## config.mk

```make
export PLATFORM = sky130hd
export DESIGN_NAME = dmem_ldst_unit
export DESIGN_NICKNAME = d
export VERILOG_FILES = /design/src/rtl/dmem_ldst_unit.sv
export SDC_FILE = /design/constraint.sdc
export NUM_CORES = 1
export LEC_CHECK = 0
export ABC_AREA = 1
export BUFFER_PORTS_ARGS = -buffer_cell sky130_fd_sc_hd__buf_2
export CAP_MARGIN = 5
export CORE_ASPECT_RATIO = 1.4
export CORE_MARGIN = 2
export CORE_UTILIZATION = 61
export CTS_BUF_LIST = sky130_fd_sc_hd__clkbuf_8
export CTS_CLUSTER_DIAMETER = 80
export DETAILED_ROUTE_END_ITERATION = 7
export MAX_ROUTING_LAYER = met4
export PLACE_DENSITY = 0.85
export SYNTH_ARGS = -nofsm -noshare
export SYNTH_HDL_FRONTEND = slang
export SYNTH_SLANG_ARGS = --single-unit
```

## constraint.sdc

```tcl
create_clock -name clk -period 3.7 [get_ports clk]
set_input_delay 0.185 -clock clk [delete_from_list [all_inputs] [get_ports clk]]
set_output_delay 0.185 -clock clk [all_outputs]
set_load 0.02 [all_outputs]
```

## src/rtl/dmem_ldst_unit.sv

```systemverilog
// Load/store initiator for a word-wide data memory with registered reads.
// Optional MISALIGN_TRAP_EN: misaligned halfword/word requests raise err_o.
module dmem_ldst_unit #(
    parameter int ADDR_W = 9,
    parameter int RD_LAT = 2
) (
    input  logic              clk,
    input  logic              rst_n,
    input  logic              req_valid_i,
    output logic              req_ready_o,
    input  logic              req_we_i,
    input  logic [1:0]        req_size_i,
    input  logic              req_sext_i,
    input  logic [ADDR_W+1:0] req_addr_i,
    input  logic [31:0]       req_wdata_i,
    output logic              rsp_valid_o,
    output logic [31:0]       rsp_data_o,
    output logic              err_o,
    output logic              mem_we_o,
    output logic [ADDR_W-1:0] mem_addr_o,
    output logic [31:0]       mem_din_o,
    input  logic [31:0]       mem_dout_i
);

    localparam int WAIT_N = RD_LAT - 1;

    typedef enum logic [2:0] {IDLE, WR, RD, W1, W2} state_e;

    state_e            state_q, state_d;
    logic [3:0]        wait_q, wait_d;
    logic              we_q, we_d;
    logic [1:0]        size_q, size_d;
    logic              sext_q, sext_d;
    logic [1:0]        lo_q, lo_d;
    logic [31:0]       wdata_q, wdata_d;
    logic              mem_we_q, mem_we_d;
    logic [ADDR_W-1:0] mem_addr_q, mem_addr_d;
    logic [31:0]       mem_din_q, mem_din_d;
    logic              rsp_valid_q, rsp_valid_d;
    logic [31:0]       rsp_data_q, rsp_data_d;
    logic              err_q, err_d;
    logic              accept;
    logic              misaligned;

    function automatic logic [31:0] lane_extract(
        input logic [31:0] w,
        input logic [1:0]  sz,
        input logic [1:0]  lo,
        input logic        sx
    );
        logic [7:0]  b;
        logic [15:0] h;
        logic [31:0] r;
        b = w[{lo, 3'b000} +: 8];
        h = lo[1] ? w[31:16] : w[15:0];
        unique case (1'b1)
            sz == 2'b00: r = {{24{sx & b[7]}}, b};
            sz == 2'b01: r = {{16{sx & h[15]}}, h};
            default:     r = w;
        endcase
        return r;
    endfunction

    function automatic logic [31:0] lane_merge(
        input logic [31:0] w,
        input logic [31:0] wd,
        input logic [1:0]  sz,
        input logic [1:0]  lo
    );
        logic [31:0] r;
        r = w;
        unique case (1'b1)
            sz == 2'b00: r[{lo, 3'b000} +: 8] = wd[7:0];
            sz == 2'b01: r[{lo[1], 4'b0000} +: 16] = wd[15:0];
            default:     r = wd;
        endcase
        return r;
    endfunction

`ifdef MISALIGN_TRAP_EN
    always_comb begin
        unique case (1'b1)
            req_size_i == 2'b00: misaligned = 1'b0;
            req_size_i == 2'b01: misaligned = req_addr_i[0];
            default:             misaligned = |req_addr_i[1:0];
        endcase
    end
`else
    assign misaligned = 1'b0;
`endif

    assign req_ready_o = (state_q == IDLE) & rst_n;
    assign accept      = req_valid_i & req_ready_o;

    always_comb begin
        state_d     = state_q;
        wait_d      = wait_q;
        we_d        = we_q;
        size_d      = size_q;
        sext_d      = sext_q;
        lo_d        = lo_q;
        wdata_d     = wdata_q;
        mem_we_d    = mem_we_q;
        mem_addr_d  = mem_addr_q;
        mem_din_d   = mem_din_q;
        rsp_valid_d = 1'b0;
        rsp_data_d  = rsp_data_q;
        err_d       = 1'b0;
        case (state_q)
            IDLE: begin
                if (accept) begin
                    we_d       = req_we_i;
                    size_d     = req_size_i;
                    sext_d     = req_sext_i;
                    lo_d       = req_addr_i[1:0];
                    wdata_d    = req_wdata_i;
                    mem_addr_d = req_addr_i[ADDR_W+1:2];
                    if (misaligned) begin
                        err_d    = 1'b1;
                        mem_we_d = 1'b0;
                        state_d  = WR;
                    end else if (req_we_i && req_size_i[1]) begin
                        mem_we_d  = 1'b1;
                        mem_din_d = req_wdata_i;
                        state_d   = WR;
                    end else begin
                        mem_we_d = 1'b0;
                        state_d  = RD;
                    end
                end
            end
            WR: begin
                mem_we_d = 1'b0;
                state_d  = IDLE;
            end
            RD: begin
                wait_d  = 4'(WAIT_N - 1);
                state_d = W1;
            end
            W1: begin
                // stay until the read word reaches the memory output register
                if (wait_q == 4'd0) begin
                    state_d = W2;
                end else begin
                    wait_d = wait_q - 4'd1;
                end
            end
            W2: begin
                if (we_q) begin
                    mem_din_d = lane_merge(mem_dout_i, wdata_q,
                                           size_q, lo_q);
                    mem_we_d  = 1'b1;
                    state_d   = WR;
                end else begin
                    rsp_valid_d = 1'b1;
                    rsp_data_d  = lane_extract(mem_dout_i, size_q,
                                               lo_q, sext_q);
                    state_d     = IDLE;
                end
            end
            default: state_d = IDLE;
        endcase
    end

    always_ff @(posedge clk or negedge rst_n) begin
        if (!rst_n) begin
            state_q     <= IDLE;
            wait_q      <= '0;
            we_q        <= 1'b0;
            size_q      <= '0;
            sext_q      <= 1'b0;
            lo_q        <= '0;
            wdata_q     <= '0;
            mem_we_q    <= 1'b0;
            mem_addr_q  <= '0;
            mem_din_q   <= '0;
            rsp_valid_q <= 1'b0;
            rsp_data_q  <= '0;
            err_q       <= 1'b0;
        end else begin
            state_q     <= state_d;
            wait_q      <= wait_d;
            we_q        <= we_d;
            size_q      <= size_d;
            sext_q      <= sext_d;
            lo_q        <= lo_d;
            wdata_q     <= wdata_d;
            mem_we_q    <= mem_we_d;
            mem_addr_q  <= mem_addr_d;
            mem_din_q   <= mem_din_d;
            rsp_valid_q <= rsp_valid_d;
            rsp_data_q  <= rsp_data_d;
            err_q       <= err_d;
        end
    end

    assign mem_we_o    = mem_we_q;
    assign mem_addr_o  = mem_addr_q;
    assign mem_din_o   = mem_din_q;
    assign rsp_valid_o = rsp_valid_q;
    assign rsp_data_o  = rsp_data_q;
    assign err_o       = err_q;

endmodule

```

==> metrics.md <==
| Metric | Value |
|---|---|
| # diodes | 0 |
| Syn avg cell area | 6.743 sq um |
| GR Util met1 | 0.4769 |
| Dpl hpwl | 17380 um |
| Setup slack, reg-to-reg | 1.34 ns |
| Lkg Pwr | 5.021 nW |
| Worst-path clk slew | 0.08 ns |
| Worst Path Required | 4.07 ns |
| Die W | 97.03 um |
| WP buf/inv | 3 |
| Tcrit/Tclk final | 0.6391 |
| Core ar. | 11820 sq um |
| CP dominant cell by count | nand2_1 |
| Syn_nets | 1185 |
| Initial antenna violation count | 0 |
| Area grow syn2layout | 22.28% |
| Crit path arrival time | 2.73 ns |
| Vias after detailed routing | 7847 |
| Final worst slack | 1.335 ns |
| Critical Path Sink | mem_din_o[15] |
| Highest-delay cell along the critical path | dfrtp_1 |
| First-pass GRT wire length | 40310 um |
| Synth Instances | 1096 |
| Cell taking the most area after synthesis | dfrtp_1 |
| Fillers | 942 |
| Cell count along the critical path | 11 |
| Die outline area | 13030 sq um |
| Initial DRC count | 640 |
| Number of I/O pins | 159 |
| Power Dens Cells | 833.9 nW/um^2 |
| FF+latch area | 3003 sq um |
| CTS buffer count | 17 |
| Synth Warn # | 0 |
| CTS root buf | clkbuf_8 |
| Largest cells by area after synthesis | dfrtp_1 41%, nand2_1 19%, o21ai_0 6.4%, inv_1 6.0%, nor2_1 6.0% |
| Grt met2 use | 0.7029 |
| Cell Area, Synth | 7391 sq um |
| Antenna-violating nets left | 0 |
| # port buffers | 157 |
| Number of synthesized register bits | 120 |
| Congestion Overflow GR | 0 |
| Register area share after synthesis | 0.4063 |
| Critical-path cell list | buf_4 > inv_4 > ha_1 > inv_1 > nor2_2 > nand2_1 > o21ai_0 > nand2_1 > nand2_1 > nand2_1 > nand2_1 |
| Max VDD drop | 0.7179 mV |
| TritonCTS clock tree | done |
| CTS Sinks | 120 |
| Outcome | completed |
| Fmax | 0.4229 GHz |
| RePlAce Congestion | 1.126 |
| Largest net degree at the start of global routing | 77 |
| RSZ-0062 raised after global routing | no |
| Worst setup path start | lo_q[1] |
| Slew @ Worst Pin | 0.9629 ns |
| Worst hold margin | 0.001762 ns |
| Post-DR vias/cell | 5.472 |
| Vias in the first global route | 7613 |
| Skew-Pair Late Insertion Delay | 0.44 ns |
| Worst Hold Class | input port to register |
| WL/cell | 17.55 um |
| Site Rows | 47 |
| Tmin final | 2.365 ns |
| Setup Skew | 0.01199 ns |
| Longest Clk Path Bufs | 2 |
| Reg2Reg Launch Point | lo_q[1] |
| Post-CTS Repair Setup Buffers | 0 |
| Total Routed Length | 25170 um |
| Multi-input logic area | 3605 sq um |
| Crit path max-delay family | simple AND/OR/NAND/NOR gates |
| Synth top area share | 0.4063 |
| Fraction of layout instances using a drive strength above 1 | 0.2044 |
| Die Y | 134.2 um |
| Crit. End Element | register |
| Setup WS pre-CTS | 1.421 ns |
| Count of final hold-check violations | 0 |
| Yosys cell types | 39 |
| Met3 Use GR | 0.05993 |
| Max FO, Critical Path | 30 |
| Startpoint Class | register |
| Initial core utilization | 0.6253 |
| Layer carrying the most global-route usage | met2 |
| Max-slew violations | 0 |
| Max incr delay on CP | 0.33 ns |
| Final setup viols | 0 |
| Setup TNS | 0 ns |
| Max-Cap Viols | 0 |
| RR Endpoint | mem_din_o[15] |
| Number of nets in the layout | 1363 |
| DRC violations left | 0 |
| Tot GR Track Use | 0.4055 |
| Slew margin rel. | 0.3513 |
| R2R depth | 11 |
| Setup CP Type | register to register |
| Drt pass-1 iters | 7 |
| Post-CTS resize count | 0 |
| H-tree lvl count | 4 |
[power breakdown]
group          internal [mW]  switching (mW)  total, mW
sequential              1.92           0.447       2.37
combinational           1.24            2.62       3.85
clock                  0.711           0.604       1.32
[cell type report]
cell class                      count  share of cell area
Timing Repair Buffer              214              0.1481
Tap cell                          147             0.02035
Clock buffer                       19             0.02894
Inverter                          126             0.05289
Multi-Input combinational cell    795              0.3989
Sequential cell                   120              0.3323
Clock inverter                     13             0.01855
[cells by family (layout without fill, tap and decap cells)]
kind of cell,count (synthesis),in the layout,share of synthesized area
XOR/XNOR,1,1,0.001185
AND/OR/NAND/NOR,638,638,0.3633
other,1,1,0.0005074
AO/OA/AOI/OAI,148,148,0.1094
flip-flops,120,120,0.4063
adder cells (fa/ha/maj),7,7,0.01185
buffers and inverters,181,372,0.1075
[how the worst min path moves through the flow]
stage	from	to	slack (ns)	cells past startpoint
6_report	req_wdata_i[5]	wdata_q[5]	0.002	3
5_1_grt	req_wdata_i[5]	wdata_q[5]	0.03	3
4_1_cts	req_wdata_i[18]	wdata_q[18]	0.001	3
3_5_place_dp	req_addr_i[2]	mem_addr_o[0]	0.39	3
3_3_place_gp	req_addr_i[10]	mem_addr_o[8]	0.39	3
2_1_floorplan	rst_n	lo_q[0]	-0.11	0
[stage by stage]
stage	std cells	utilization	area, sq um	power [mW]
global route	1434	0.7646	9037	8.018
CTS	1434	0.7646	9037	7.443
finish	1434	0.7646	9037	7.536
floorplan	1096	-	7391	4.934
global placement	1358	0.6910	8168	6.011
detailed placement	1358	0.6910	8168	6.085
[worst min-delay path, delay by kind of cell]
family / cells / cell delay, ns
buf+inv: 1 / 0.08
compound gates: 1 / 0.07
simple gates: 1 / 0.05
[cells in the final DEF (no fill, tap or decap), types with 2 or more instances in the layout]
cell           instances
bufinv_16              3
inv_2                  4
clkbuf_8              19
a21oi_1               27
nor3_1                25
buf_4                 13
nor2_2                 3
inv_4                  2
ha_1                   7
a21boi_1              10
inv_6                  4
buf_2                156
nand2_1              380
clkinv_2               2
o21ai_0               95
nor2_4                 2
dfrtp_1              120
nand2_4                3
clkinv_1               2
nor2_1               116
clkinvlp_4             2
o21ai_1                4
inv_1                118
a21oi_2                3
nand3_1               65
a21boi_0               4
clkinv_4               2
or2_2                 37
nand2_2                2
dlygate4sd3_1         44
[sequential cells by signal (all words and copies together), names as in the netlist, 2 cells and up]
register and count:
mem_addr_o 9, mem_din_o 32, rsp_data_o 32, state_q 3, wdata_q 32, size_q 2
lo_q 2, wait_q 4
[cell usage after synthesis (all sizes together)]
cell type,n
ha,7
inv,124
a21boi,14
dfrtp,120
nor3b,2
o22ai,1
conb,1
a31oi,1
clkbuf,16
nor2,122
xor2,1
nand4,1
clkinv,2
nor3,25
buf,39
nand2,385
o21ai,100
a2bb2oi,1
or2,38
nand3,65
a21oi,31
[routing by layer]
| metal | vias up | part of all wire |
|---|---|---|
| li1 | 3752 | - |
| met2 | 389 | 0.51 |
| met4 | 0 | 0.041 |
| met1 | 3640 | 0.38 |
| met5 | - | 0 |
| met3 | 66 | 0.070 |
[repair_timing]
action | in CTS | in global routing
setup endpoints to repair | 0 | 0
hold buffers | 44 | 0
hold endpoints to repair | 44 | 0
Note: power is estimated with default switching activity, not from simulation.
